==> src/rtl/debugger_pkg.sv <==
// Shared definitions for the USB debugger command path: frame layout,
// sync marker, opcode set and parser states.
package debugger_pkg;

  localparam logic [7:0]  SYNC_BYTE_DEF = 8'hA5;
  localparam int unsigned FRAME_LEN     = 9;
  // Frame bytes between SYNC and csum: opcode, addr x2, data x4.
  localparam int unsigned PAYLOAD_LEN   = FRAME_LEN - 2;

  typedef enum logic [7:0] {
    OP_PING   = 8'h01,
    OP_WRITE  = 8'h07,
    OP_READ   = 8'h12,
    OP_STATUS = 8'h33,
    OP_RESET  = 8'h55
  } cmd_opcode_e;

  typedef enum logic [1:0] {
    ST_IDLE  = 2'd0,
    ST_RECV  = 2'd1,
    ST_CHECK = 2'd2,
    ST_HOLD  = 2'd3
  } parser_state_e;

  function automatic logic [7:0] csum_step(input logic [7:0] acc, input logic [7:0] b);
    return acc ^ b;
  endfunction

endpackage

==> src/rtl/usb_cmd_parser.sv <==
// Byte-stream framer for host debugger commands: hunts for SYNC, collects a
// 7-byte payload plus XOR checksum, and presents the command on valid/ready.
module usb_cmd_parser
  import debugger_pkg::*;
#(
  parameter logic [7:0]  SYNC_BYTE   = SYNC_BYTE_DEF,
  parameter int unsigned TIMEOUT_CYC = 50000
) (
  input  logic        sys_clk,
  input  logic        sys_rst,
  input  logic [7:0]  rx_data,
  input  logic        rx_valid,
  output logic [7:0]  cmd_opcode,
  output logic [15:0] cmd_addr,
  output logic [31:0] cmd_data,
  output logic        cmd_valid,
  input  logic        cmd_ready,
  output logic        csum_err,
  output logic        timeout_err,
  output logic        overrun_err,
  output logic [7:0]  err_cnt
);

  localparam int unsigned     GAP_W    = $clog2(TIMEOUT_CYC + 1);
  localparam logic [GAP_W-1:0] GAP_LAST = GAP_W'(TIMEOUT_CYC - 1);
  localparam logic [2:0]      CSUM_IDX = 3'(PAYLOAD_LEN);

  parser_state_e    state_q, state_d;
  logic [2:0]       idx_q, idx_d;
  logic [55:0]      payload_q, payload_d;
  logic [7:0]       xor_q, xor_d;
  logic             csum_ok_q, csum_ok_d;
  logic [GAP_W-1:0] gap_q, gap_d;
  logic [7:0]       opcode_q, opcode_d;
  logic [15:0]      addr_q, addr_d;
  logic [31:0]      data_q, data_d;
  logic             valid_q, valid_d;
  logic             csum_err_q, csum_err_d;
  logic             timeout_err_q, timeout_err_d;
  logic             overrun_err_q, overrun_err_d;
  logic [7:0]       err_cnt_q, err_cnt_d;

  // Next-state, datapath and error-pulse decode.
  always_comb begin
    state_d       = state_q;
    idx_d         = idx_q;
    payload_d     = payload_q;
    xor_d         = xor_q;
    csum_ok_d     = csum_ok_q;
    gap_d         = gap_q;
    opcode_d      = opcode_q;
    addr_d        = addr_q;
    data_d        = data_q;
    valid_d       = valid_q;
    csum_err_d    = 1'b0;
    timeout_err_d = 1'b0;
    overrun_err_d = 1'b0;

    case (state_q)
      ST_IDLE: begin
        gap_d = '0;
        if (rx_valid && (rx_data == SYNC_BYTE)) begin
          state_d = ST_RECV;
          idx_d   = 3'd0;
          xor_d   = 8'h00;
        end else begin
          state_d = ST_IDLE;
        end
      end
      ST_RECV: begin
        // A byte always wins over an expiring gap counter.
        if (rx_valid) begin
          gap_d = '0;
          if (idx_q == CSUM_IDX) begin
            csum_ok_d = (rx_data == xor_q);
            state_d   = ST_CHECK;
          end else begin
            payload_d = {payload_q[47:0], rx_data};
            xor_d     = csum_step(xor_q, rx_data);
            idx_d     = idx_q + 3'd1;
          end
        end else if (gap_q == GAP_LAST) begin
          timeout_err_d = 1'b1;
          gap_d         = '0;
          state_d       = ST_IDLE;
        end else begin
          gap_d = gap_q + GAP_W'(1);
        end
      end
      ST_CHECK: begin
        overrun_err_d = rx_valid;
        if (csum_ok_q) begin
          opcode_d = payload_q[55:48];
          addr_d   = payload_q[47:32];
          data_d   = payload_q[31:0];
          valid_d  = 1'b1;
          state_d  = ST_HOLD;
        end else begin
          csum_err_d = 1'b1;
          state_d    = ST_IDLE;
        end
      end
      ST_HOLD: begin
        overrun_err_d = rx_valid;
        if (cmd_ready) begin
          valid_d = 1'b0;
          state_d = ST_IDLE;
        end else begin
          state_d = ST_HOLD;
        end
      end
      default: begin
        state_d = ST_IDLE;
      end
    endcase

    if ((csum_err_d || timeout_err_d || overrun_err_d) && (err_cnt_q != 8'hFF)) begin
      err_cnt_d = err_cnt_q + 8'd1;
    end else begin
      err_cnt_d = err_cnt_q;
    end
  end

  // State and output registers with synchronous reset.
  always_ff @(posedge sys_clk) begin
    if (sys_rst) begin
      state_q       <= ST_IDLE;
      idx_q         <= 3'd0;
      payload_q     <= 56'd0;
      xor_q         <= 8'h00;
      csum_ok_q     <= 1'b0;
      gap_q         <= '0;
      opcode_q      <= 8'h00;
      addr_q        <= 16'h0000;
      data_q        <= 32'h0000_0000;
      valid_q       <= 1'b0;
      csum_err_q    <= 1'b0;
      timeout_err_q <= 1'b0;
      overrun_err_q <= 1'b0;
      err_cnt_q     <= 8'h00;
    end else begin
      state_q       <= state_d;
      idx_q         <= idx_d;
      payload_q     <= payload_d;
      xor_q         <= xor_d;
      csum_ok_q     <= csum_ok_d;
      gap_q         <= gap_d;
      opcode_q      <= opcode_d;
      addr_q        <= addr_d;
      data_q        <= data_d;
      valid_q       <= valid_d;
      csum_err_q    <= csum_err_d;
      timeout_err_q <= timeout_err_d;
      overrun_err_q <= overrun_err_d;
      err_cnt_q     <= err_cnt_d;
    end
  end

  assign cmd_opcode  = opcode_q;
  assign cmd_addr    = addr_q;
  assign cmd_data    = data_q;
  assign cmd_valid   = valid_q;
  assign csum_err    = csum_err_q;
  assign timeout_err = timeout_err_q;
  assign overrun_err = overrun_err_q;
  assign err_cnt     = err_cnt_q;

endmodule

==> config.mk <==
export PLATFORM = sky130hd
export DESIGN_NAME = usb_cmd_parser
export DESIGN_NICKNAME = d
export VERILOG_FILES = /design/src/rtl/debugger_pkg.sv /design/src/rtl/usb_cmd_parser.sv
export SDC_FILE = /design/constraint.sdc
export NUM_CORES = 1
export LEC_CHECK = 0
export BUFFER_PORTS_ARGS = -buffer_cell sky130_fd_sc_hd__buf_2
export CAP_MARGIN = 20
export CORE_ASPECT_RATIO = 1.2
export CORE_UTILIZATION = 37
export DETAILED_ROUTE_END_ITERATION = 10
export GPL_TIMING_DRIVEN = 0
export HOLD_SLACK_MARGIN = 0.08
export MAX_ROUTING_LAYER = met4
export PLACE_DENSITY = 0.61
export SLEW_MARGIN = 20
export SYNTH_ARGS = -nofsm -noshare
export SYNTH_HDL_FRONTEND = slang
export SYNTH_SLANG_ARGS = --single-unit
export TNS_END_PERCENT = 30
==> constraint.sdc <==
create_clock -name sys_clk -period 2.9 [get_ports sys_clk]
set_input_delay 0.58 -clock sys_clk [delete_from_list [all_inputs] [get_ports sys_clk]]
set_output_delay 0.58 -clock sys_clk [all_outputs]
set_load 0.02 [all_outputs]
==> flow_summary_export.csv <==
group,metric,value,unit
grt,number_of_global_route_vias_before_repair,4872,
placement,hpwlAfterDp,10.1,mm
setup_path,regToRegStartpoint,"gap_q[11]",
timing,fin_tns_setup,0,ns
timing,finalCritPeriodShare,87.1,%
clocking,path_clk_slew,0.06,ns
finish,postLayoutCellArea,7160,um^2
route,drt-pass1-iter-count,4,
setup_path,worstPathRequired,3.26,ns
clocking,ctsHoldBuffers,0,
pwr,power.leakage,2.51,nW
timing,grt_setup_unrepaired,"false",
placement,placement.io_buffers,79,
setup_path,top_cell_family_by_delay_on_the_critical_path,"simple AND/OR/NAND/NOR gates",
timing,clock.fmax,396,MHz
finish,final_layout_size_suffix_gt1_share,13.8,%
floorplan,core_area,15600,um^2
clocking,cts_tree,"yes",
setup_path,critPathSlowestCell,"sky130_fd_sc_hd__or4_4",
pwr,power.total,4.30,mW
pwr,max-vdd-ir-drop,0.387,mV
synth,ys_top_cells_by_area,"sky130_fd_sc_hd__dfxtp_1 (52%), sky130_fd_sc_hd__nand2_1 (15%), sky130_fd_sc_hd__a21oi_1 (12%)",
setup_path,crit_fanout,10,
floorplan,num_io_pins,80,
clocking,cts_htree_levels,4,
clocking,clk_root_buffer_cell,"sky130_fd_sc_hd__clkbuf_16",
job,number_of_max_cap_violations,0,
synth,edff_count_synth,0,
clocking,numClockSinks,154,
setup_path,cell_repeated_most_along_the_worst_path,"sky130_fd_sc_hd__or4_4",
synth,netlist-cell-type-count,42,
route,initialDrtViolationCount,361,
finish,antenna-diode-count,0,
pwr,total_power_divided_by_cell_area,600,nW/um^2
finish,final_cell_mix,"sky130_fd_sc_hd__nand2_1 (244), sky130_fd_sc_hd__dfxtp_1 (154), sky130_fd_sc_hd__a21oi_1 (144)",
route,vias_per_cell,4.90,
synth,synth_top_flop_cell,"sky130_fd_sc_hd__dfxtp_1",
setup_path,worstSetupStartpoint,"gap_q[11]",
synth,cells_after_synthesis,754,
synth,synth.cell_area,5940,um^2
synth,syn-num-nets,770,
floorplan,die_width,118,um
timing,timing.slew.headroom,45.5,%
clocking,clk_latency,0.43,ns
route,routed-via-count,5258,
setup_path,critical_path_class,"flop to flop",
setup_path,endpoint_kind,"flop",
setup_path,path_cells,"or4_4, or4_4, o21a_1, buf_6, or4_1, a21oi_1",
route,totalWireLength,14.4,mm
route,drt.antenna.violating_nets,0,
timing,finalCriticalPeriod,2.53,ns
floorplan,die_y,141,um
timing,setup-violations-final,0,
synth,post_synth.cell_area_avg,7.88,um^2
synth,synth.largest_area_cell,"sky130_fd_sc_hd__dfxtp_1",
synth,synth_seq_cells,154,
clocking,cts_post_setup_buffers_inserted,0,
floorplan,die_area,16600,um^2
synth,share_of_the_synthesized_area_in_the_top_cell_type,51.9,%
outcome,status,"finished, final reports clean",
timing,clock_skew,0.00798,ns
placement,place.gp.congestion,0.832,
min_path,hp-class,"input pin to flop",
route,drc,0,
clocking,clock_path_buffers,2,
placement,placed_area,6600,um^2
setup_path,worst_ep_arrival_time,2.89,ns
grt,grt.total_usage,18.8,%
floorplan,start_util,38.0,%
finish,mostFrequentLayoutCell,"sky130_fd_sc_hd__nand2_1",
timing,final_hold_viol_count,0,
clocking,total_cts_buffers,17,
timing,hold-worst-slack,0.431,ns
timing,finalMaxSlewViolations,0,
setup_path,critPathBufInv,1,
synth,asyncSetResetFlopFracSynth,0,%
grt,grt_antenna_before_repair,0,
synth,yosysWarnings,0,
timing,worst-slew-pin-transition,0.815,ns
floorplan,floorplan.rows,50,
route,wl_per_cell,13.4,um
grt,grt_max_degree,17,
grt,grt_first_pass_wirelength,24.1,mm
clocking,post_cts_resize_count,0,
finish,layout.nets,868,
finish,syn_to_final_growth,20.4,%
setup_path,start_kind,"flop",
setup_path,cpPeakStageDelay,0.59,ns
grt,congestion_overflow_gr,0,
synth,ys_seq_area_share,51.9,%
min_path,min-delay-start,"rx_data[5]",
## report_power, final
| group | internal [mW] | leakage [nW] | total, mW | switching, mW |
|---|---|---|---|---|
| clock | 1.21 | 0.259 | 2.11 | 0.903 |
| sequential | 2.12 | 1.24 | 2.12 | 0.000217 |
| combinational | 0.0178 | 1.02 | 0.0720 | 0.0542 |
## synthesized netlist by cell type (2+ instances only)
cell	number
sky130_fd_sc_hd__nand2b_1	5
sky130_fd_sc_hd__ha_1	4
sky130_fd_sc_hd__nand4_1	11
sky130_fd_sc_hd__nor4_1	2
sky130_fd_sc_hd__clkbuf_1	45
sky130_fd_sc_hd__or4_4	2
sky130_fd_sc_hd__nand4b_1	2
sky130_fd_sc_hd__o21ai_0	25
sky130_fd_sc_hd__nand2_1	244
sky130_fd_sc_hd__a21oi_1	144
sky130_fd_sc_hd__dfxtp_1	154
sky130_fd_sc_hd__nor3_1	14
sky130_fd_sc_hd__nor2b_1	8
sky130_fd_sc_hd__buf_1	2
sky130_fd_sc_hd__mux2i_1	3
sky130_fd_sc_hd__nor2_1	24
sky130_fd_sc_hd__o31ai_1	2
sky130_fd_sc_hd__or4_1	3
sky130_fd_sc_hd__or3_1	5
sky130_fd_sc_hd__a21o_1	3
sky130_fd_sc_hd__nand3_1	11
sky130_fd_sc_hd__nor4b_1	2
sky130_fd_sc_hd__xnor2_1	11
sky130_fd_sc_hd__nand3b_1	4
sky130_fd_sc_hd__inv_1	2
sky130_fd_sc_hd__or2_2	3
sky130_fd_sc_hd__a22o_1	3
sky130_fd_sc_hd__and2_1	2
## cell families after synthesis
kind of cell               count (synthesis)  synth area share [%]
buffers and inverters                     50                  3.28
AOI/OAI and AO/OA                        182                  16.0
adders and majority gates                  4                 0.842
and+or+nand+nor                          348                  25.6
muxes                                      4                 0.695
DFF                                      154                  51.9
xor gates and xnor gates                  12                  1.77
## sequential cells by signal, summed over array words and instances, names as in the netlist
name	flops
cmd_addr	16
cmd_data	32
cmd_opcode	8
cmd_valid	1
csum_err	1
csum_ok_q	1
err_cnt	8
gap_q	16
idx_q	3
overrun_err	1
payload_q	56
state_q	2
timeout_err	1
xor_q	8
## worst register-to-register path, stage by stage (launching register included)
cell and delay (ns):
sky130_fd_sc_hd__dfxtp_1 0.34, sky130_fd_sc_hd__or4_4 0.55, sky130_fd_sc_hd__or4_4 0.59, sky130_fd_sc_hd__o21a_1 0.22, sky130_fd_sc_hd__buf_6 0.14, sky130_fd_sc_hd__or4_1 0.49
sky130_fd_sc_hd__a21oi_1 0.14
## area by class of cell
| class | count | area [um^2] |
|---|---|---|
| flip-flops and latches | 154 | 3080 |
| well taps | 208 | 260 |
| clock inverters | 12 | 116 |
| inverters | 2 | 7.51 |
| clock buffers | 19 | 443 |
| plain buffers | 48 | 188 |
| fillers | 1621 | 8480 |
| repair buffers | 79 | 395 |
| multi-input cells | 550 | 2670 |
## per-layer routing
layer / GRT usage (%) / routed length, um / up-vias
li1: - / - / 2745
met1: 24.0 / 6930 / 2408
met2: 29.3 / 6750 / 89
met3: 4.09 / 481 / 16
met4: 6.68 / 219 / 0
met5: - / 0 / -
## final timing paths
kind	to	slack [ns]	cells past startpoint
hold reg to reg	cmd_addr[5]	0.45	2
setup reg to reg	err_cnt[5]	0.37	6
setup / recovery	err_cnt[5]	0.37	6
hold / removal	payload_q[5]	0.43	3
## through the flow
stage	utilization, %	std cells	worst slack (ns)
floorplan	-	754	0.500
global placement	42.2	1041	0.161
detailed placement	42.2	1041	0.141
CTS	45.8	1072	0.376
global route	45.8	1072	0.269
finish	45.8	1072	0.374
Note: power is estimated with default switching activity, not from simulation.
